File: config.mk
export PLATFORM = sky130hd
export DESIGN_NAME = mc68851_cir_seq_flat
export DESIGN_NICKNAME = d
export VERILOG_FILES = /design/src/rtl/mc68851_cir_if.sv /design/src/rtl/mc68851_cir_seq.sv /design/src/flat_wrapper.sv
export SDC_FILE = /design/constraint.sdc
export NUM_CORES = 1
export LEC_CHECK = 0
export ABC_AREA = 1
export BUFFER_PORTS_ARGS = -buffer_cell sky130_fd_sc_hd__buf_2
export CORE_MARGIN = 1.5
export CORE_UTILIZATION = 28
export CTS_CLUSTER_SIZE = 8
export DETAILED_ROUTE_END_ITERATION = 12
export PLACE_DENSITY_LB_ADDON = 0.3
export SLEW_MARGIN = 20
export SYNTH_ARGS = -nofsm -noshare
export SYNTH_HDL_FRONTEND = slang
export SYNTH_SLANG_ARGS = --single-unit
export TNS_END_PERCENT = 10
File: constraint.sdc
create_clock -name clk_i -period 1.4 [get_ports clk_i]
set_input_delay 0.28 -clock clk_i [delete_from_list [all_inputs] [get_ports clk_i]]
set_output_delay 0.28 -clock clk_i [all_outputs]
set_load 0.02 [all_outputs]
File: src/rtl/mc68851_cir_if.sv
// CPU-side CIR bus bundle for the MC68851 coprocessor interface sequencer.
// The master drives the access strobe and data. The slave returns the registered Response CIR.
interface mc68851_cir_seq_if;
   logic        cs_i;
   logic        we_i;
   logic [4:0]  addr_i;
   logic [31:0] data_i;
   logic [15:0] resp_o;

   modport master (output cs_i, output we_i, output addr_i, output data_i, input resp_o);
   modport slave  (input cs_i, input we_i, input addr_i, input data_i, output resp_o);
endinterface

File: src/rtl/mc68851_cir_seq.sv
// MC68851 CIR command sequencer: accepts a command, optionally collects one operand,
// hands it to the PMMU core, and reports progress through the Response CIR.
module mc68851_cir_seq #(
   parameter logic [15:0] RESP_NULL  = 16'h0802,
   parameter logic [15:0] RESP_BUSY  = 16'h8900,
   parameter logic [15:0] RESP_XFER  = 16'h8C04,
   parameter logic [15:0] RESP_PROTO = 16'h1C0E,
   parameter logic [7:0]  TIMEOUT    = 8'd255
) (
   input  logic                   clk_i,
   input  logic                   rst_n,
   mc68851_cir_seq_if.slave       bus,
   output logic [15:0]            cmd_o,
   output logic [31:0]            operand_o,
   output logic                   exec_req_o,
   input  logic                   exec_ack_i,
   output logic                   exec_abort_o,
   output logic                   busy_o,
   output logic [2:0]             o_dbg_state
);

   typedef enum logic [2:0] {
      S_IDLE    = 3'd0,
      S_DECODE  = 3'd1,
      S_WAIT_OP = 3'd2,
      S_EXEC    = 3'd3,
      S_PROTO   = 3'd4
   } state_t;

   state_t      r_state;
   state_t      w_nxt;
   logic [7:0]  r_cnt;
   logic [15:0] r_resp;
   logic        w_ctrl_abort;
   logic        w_cmd_wr;
   logic        w_op_wr;
   logic        w_rsp_rd;
   logic        w_expire;
   logic        w_abort_pulse;

   assign w_ctrl_abort = bus.cs_i &&  bus.we_i && (bus.addr_i == 5'h00) && bus.data_i[15];
   assign w_cmd_wr     = bus.cs_i &&  bus.we_i && (bus.addr_i == 5'h08);
   assign w_op_wr      = bus.cs_i &&  bus.we_i && (bus.addr_i == 5'h10);
   assign w_rsp_rd     = bus.cs_i && !bus.we_i && (bus.addr_i == 5'h02);
   // r_cnt holds (EXEC cycles elapsed - 1), so expiry lands on the TIMEOUT-th EXEC cycle.
   assign w_expire     = (r_state == S_EXEC) && (r_cnt == TIMEOUT - 8'd1);

   function automatic logic [15:0] resp_for(state_t s);
      case (s)
         S_WAIT_OP: resp_for = RESP_XFER;
         S_EXEC:    resp_for = RESP_BUSY;
         S_PROTO:   resp_for = RESP_PROTO;
         default:   resp_for = RESP_NULL;
      endcase
   endfunction

   // Precedence: abort, ack, watchdog, protocol violation, then normal progress.
   always_comb begin
      w_nxt         = r_state;
      w_abort_pulse = 1'b0;
      if (w_ctrl_abort) begin
         w_nxt         = S_IDLE;
         w_abort_pulse = (r_state == S_EXEC);
      end else if ((r_state == S_EXEC) && exec_ack_i) begin
         w_nxt = S_IDLE;
      end else if (w_expire) begin
         w_nxt         = S_PROTO;
         w_abort_pulse = 1'b1;
      end else if (w_cmd_wr && (r_state != S_IDLE)) begin
         w_nxt         = S_PROTO;
         w_abort_pulse = (r_state == S_EXEC);
      end else begin
         case (r_state)
            S_IDLE:    if (w_cmd_wr) w_nxt = S_DECODE;
            S_DECODE:  w_nxt = cmd_o[15] ? S_WAIT_OP : S_EXEC;
            S_WAIT_OP: if (w_op_wr) w_nxt = S_EXEC;
            S_EXEC:    w_nxt = S_EXEC;
            S_PROTO:   if (w_rsp_rd) w_nxt = S_IDLE;
            default:   w_nxt = S_IDLE;
         endcase
      end
   end

   always_ff @(posedge clk_i or negedge rst_n) begin
      if (!rst_n) begin
         r_state      <= S_IDLE;
         r_cnt        <= 8'd0;
         r_resp       <= RESP_NULL;
         cmd_o        <= 16'd0;
         operand_o    <= 32'd0;
         exec_req_o   <= 1'b0;
         exec_abort_o <= 1'b0;
         busy_o       <= 1'b0;
      end else begin
         r_state      <= w_nxt;
         exec_abort_o <= w_abort_pulse;
         r_resp       <= resp_for(w_nxt);
         exec_req_o   <= (w_nxt == S_EXEC);
         busy_o       <= (w_nxt != S_IDLE);
         if ((r_state == S_IDLE) && (w_nxt == S_DECODE)) cmd_o <= bus.data_i[15:0];
         if ((r_state == S_WAIT_OP) && (w_nxt == S_EXEC)) operand_o <= bus.data_i;
         if ((r_state == S_EXEC) && (w_nxt == S_EXEC)) r_cnt <= r_cnt + 8'd1;
         else                                          r_cnt <= 8'd0;
      end
   end

   assign bus.resp_o  = r_resp;
   assign o_dbg_state = r_state;

endmodule

File: src/flat_wrapper.sv
// flat-port wrapper written by rule: the top's interface ports become plain ports
module mc68851_cir_seq_flat 
#(
   parameter logic [15:0] RESP_NULL  = 16'h0802,
   parameter logic [15:0] RESP_BUSY  = 16'h8900,
   parameter logic [15:0] RESP_XFER  = 16'h8C04,
   parameter logic [15:0] RESP_PROTO = 16'h1C0E,
   parameter logic [7:0]  TIMEOUT    = 8'd255
)
  (clk_i, rst_n, cmd_o, operand_o, exec_req_o, exec_ack_i, exec_abort_o, busy_o, o_dbg_state, bus_cs_i, bus_we_i, bus_addr_i, bus_data_i, bus_resp_o);
  mc68851_cir_seq_if bus_i ();
  input  logic clk_i;
  input  logic rst_n;
  output logic [15:0] cmd_o;
  output logic [31:0] operand_o;
  output logic exec_req_o;
  input  logic exec_ack_i;
  output logic exec_abort_o;
  output logic busy_o;
  output logic [2:0] o_dbg_state;
  input wire logic [$bits(bus_i.cs_i)-1:0] bus_cs_i;
  input wire logic [$bits(bus_i.we_i)-1:0] bus_we_i;
  input wire logic [$bits(bus_i.addr_i)-1:0] bus_addr_i;
  input wire logic [$bits(bus_i.data_i)-1:0] bus_data_i;
  output wire logic [$bits(bus_i.resp_o)-1:0] bus_resp_o;
  assign bus_i.cs_i = bus_cs_i;
  assign bus_i.we_i = bus_we_i;
  assign bus_i.addr_i = bus_addr_i;
  assign bus_i.data_i = bus_data_i;
  assign bus_resp_o = bus_i.resp_o;
  mc68851_cir_seq #(.RESP_NULL(RESP_NULL), .RESP_BUSY(RESP_BUSY), .RESP_XFER(RESP_XFER), .RESP_PROTO(RESP_PROTO), .TIMEOUT(TIMEOUT)) u_core (.clk_i(clk_i), .rst_n(rst_n), .bus(bus_i), .cmd_o(cmd_o), .operand_o(operand_o), .exec_req_o(exec_req_o), .exec_ack_i(exec_ack_i), .exec_abort_o(exec_abort_o), .busy_o(busy_o), .o_dbg_state(o_dbg_state));
endmodule
==> results.toml <==
[run_status]
status = "finished, violations left"
violations = "negative setup slack"

[timing]
fin_crit_sh_pct = 109
hold_viol = 0
slew_viol_final = 0
grt_setup_unrepaired = "true"
fmax_mhz = 654
setup_viol_count_final = 60
finClkSkew_ns = 0.00977
fin_crit_ns = 1.53
setup_slack_ns = -0.128

[clocking]
root_buffer = "clkbuf_8"
cts-buffers-inserted = 9
clkTransAtPathRegs_ns = 0.07
cts_sinks = 67
cts_tree = "built"
clock_latency_ns = 0.33
htree_levels = 3
clockBufferDepth = 2

[hold_path]
hold_path.class = "input port to flip-flop"

[power]
p_int_uw = 3450
netSwitchingFraction_pct = 25.0
seqPwrFrac_pct = 44.9
power.leakage_uw = 0.00226
combinationalPowerShare_pct = 13.6
power.net_switching_uw = 1150
cellPowerDensity_nw_per_um2 = 1130
total_power_uw = 4600
irDropWorstVdd_v = 0.000629
clockPowerShare_pct = 41.5

[worst_setup_path]
required_ns = 1.67
critPathSlowestCell = "dfrtp_2"
worst-path-buf-inv = 2
startpoint_type = "flip-flop"
crit_type = "flip-flop to flip-flop"
critical_path.top_delay_family = "simple AND/OR/NAND/NOR gates"
path_cells = "buf_12 > inv_4 > nand4_1 > nand2_1 > nor2_1 > nand3_2 > nor2_4 > nand3_4 > nor2_2"
critical_path.max_stage_delay_ns = 0.44
path_max_fanout = 8
end_kind = "flip-flop"
arrival_ns = 1.79

[routing]
route.detailed.drc = 0
drt_pass1_iterations = 4
wl_per_cell_um = 11.4
routed_wirelength_mm = 5.75
drtIter0Drc = 48
detail-route-antenna-nets = 0
dr_total_vias = 2064
post_drt_via_cell_ratio = 4.10

[grt]
grt_pass1_wl_mm = 9.71
grt_util_all_layers_pct = 11.2
grt_max_degree = 68
grt_pass1_vias = 2035
overflow = 0
antenna_found_initial = 0

[finish]
diodes = 0
seq_area_um2 = 1680
multi_input_area_um2 = 1120
nFillCells = 983
drive_above_1_share_pct = 61.7
layoutNonFillerInstCount = 504
fin_nets = 410
area_growth_pct = 43.5

[synthesis]
netlist_instances = 230
syn_area_um2 = 2840
syn_area_per_cell_um2 = 12.3
ys_ff_latch = 67
synth_seq_area_share_pct = 59.1
yosysUniqueCellTypes = 27
yosys_warnings = 0

[run]
maxCapViolCount = 0

[floorplanning]
placementRows = 36
start_util_pct = 28.9
boundaryPins = 112
die_w_um = 104
die_y_um = 104
fp.coreArea_um2 = 9820
die-area_um2 = 10700

[placed_design]
placedCellCount = 478
hpwl_mm = 4.26
place_congestion = 0.755
numPortBuffers = 102
-- layout by cell type, fill, tap and decap left out, types with 2 or more instances in the layout --
master     count
buf_12         3
dfrtp_1       63
xor2_1         5
buf_6          2
inv_1         16
dfrtp_2        3
nand4_1        3
nand3_2        3
buf_4         28
nor2_1        12
nand2_2        3
clkbuf_8       9
nor2_4         4
nor2_2        12
clkinv_2       2
buf_2         99
bufinv_16      3
mux2_2        39
nand3_1        7
mux2_4         8
nand2_1       19
conb_1         9
-- stage by stage --
stage	hold WS [ns]	setup TNS (ns)	setup WS [ns]	utilization (%)	cell area (um^2)
final	0.175	-3.16	-0.128	41.5	4070
after detailed placement	0.331	-5.46	-0.160	37.4	3670
after global routing	0.147	-8.26	-0.215	41.5	4070
after CTS	0.154	-3.49	-0.103	40.5	3970
after floorplan	-0.0156	-1.83	-0.0526	-	2910
after global placement	0.332	-4.78	-0.138	37.4	3670
-- worst paths after layout --
kind,start,to,slack [ns],depth (start not counted)
max,u_core.o_dbg_state[2],u_core.r_cnt[4],-0.13,9
min reg2reg,u_core.operand_o[29],u_core.operand_o[29],0.50,1
min in group asynchronous,rst_n,u_core.bus.resp_o[15],0.49,3
max in group asynchronous,rst_n,u_core.bus.resp_o[1],0.58,3
min,bus_data_i[23],u_core.operand_o[23],0.18,2
max reg2reg,u_core.o_dbg_state[2],u_core.r_cnt[4],-0.13,9
-- per-layer routing --
metal	part of all wire, %	vias to the layer above	GRT usage, %
li1	-	1001	-
met1	43	992	13.5
met2	49	65	18.4
met3	6.6	6	4.78
met4	0.83	0	2.68
met5	0	-	0
-- power groups by stage --
stage               logic, uW  registers [uW]  clock network, uW
CTS                       615            2070               1990
finish                    626            2070               1910
floorplan                 241            2200                  0
global placement          602            2100                  0
global route              682            2080               2070
detailed placement        606            2100                  0
-- cell type report --
cell class                      instances  share of cell area, %
Multi-Input combinational cell        137                   27.4
Clock buffer                            9                   3.04
Clock inverter                          7                   2.86
Tap cell                              133                   4.09
Sequential cell                        67                   41.3
Timing Repair Buffer                  133                   19.6
Inverter                               18                   1.72
-- kinds of logic after synthesis --
| logic type | Yosys count | synth area share, % |
|---|---|---|
| XOR/XNOR | 6 | 1.85 |
| adder cells (fa/ha/maj) | 2 | 0.882 |
| buffers and inverters | 33 | 6.08 |
| flip-flops | 67 | 59.1 |
| AND/OR/NAND/NOR | 67 | 11.9 |
| AO/OA/AOI/OAI | 6 | 1.23 |
| multiplexers | 47 | 18.7 |
| other | 2 | 0.265 |
-- repair_timing --
item                                    CTS  global route
hold buffers                              1             0
buffers inserted                          4             5
resized for setup                         7            19
endpoints found under the hold margin    66             0
endpoints found under the setup margin   59            67
pin swaps                                 1            10
cloned                                    0             0
-- Yosys cell counts --
cell / n / share of area (%)
nand4_1: 3 / 0.66
a21o_1: 1 / 0.26
nor3_1: 1 / 0.18
nand3_4: 1 / 0.62
ha_1: 2 / 0.88
buf_2: 3 / 0.53
nor2_4: 2 / 0.79
xor2_1: 5 / 1.5
nor2_2: 4 / 0.88
dfrtp_1: 66 / 58
nor2_8: 1 / 0.71
nand2_2: 1 / 0.22
nor2_1: 22 / 2.9
buf_4: 12 / 3.2
nand2_4: 1 / 0.40
inv_1: 16 / 2.1
mux2_2: 47 / 19
o211ai_1: 1 / 0.26
nand2_1: 21 / 2.8
xnor2_1: 1 / 0.31
inv_2: 2 / 0.26
o21ai_0: 1 / 0.18
a21oi_1: 2 / 0.35
dfstp_2: 1 / 0.93
o21ai_1: 1 / 0.18
nand3_1: 10 / 1.8
conb_1: 2 / 0.26
-- sequential cells by signal (all words and copies together) (netlist names) --
signal / cells
u_core.bus.resp_o: 5
u_core.busy_o: 1
u_core.cmd_o: 16
u_core.exec_abort_o: 1
u_core.exec_req_o: 1
u_core.o_dbg_state: 3
u_core.operand_o: 32
u_core.r_cnt: 8
Note: power is estimated with default switching activity, not from simulation.
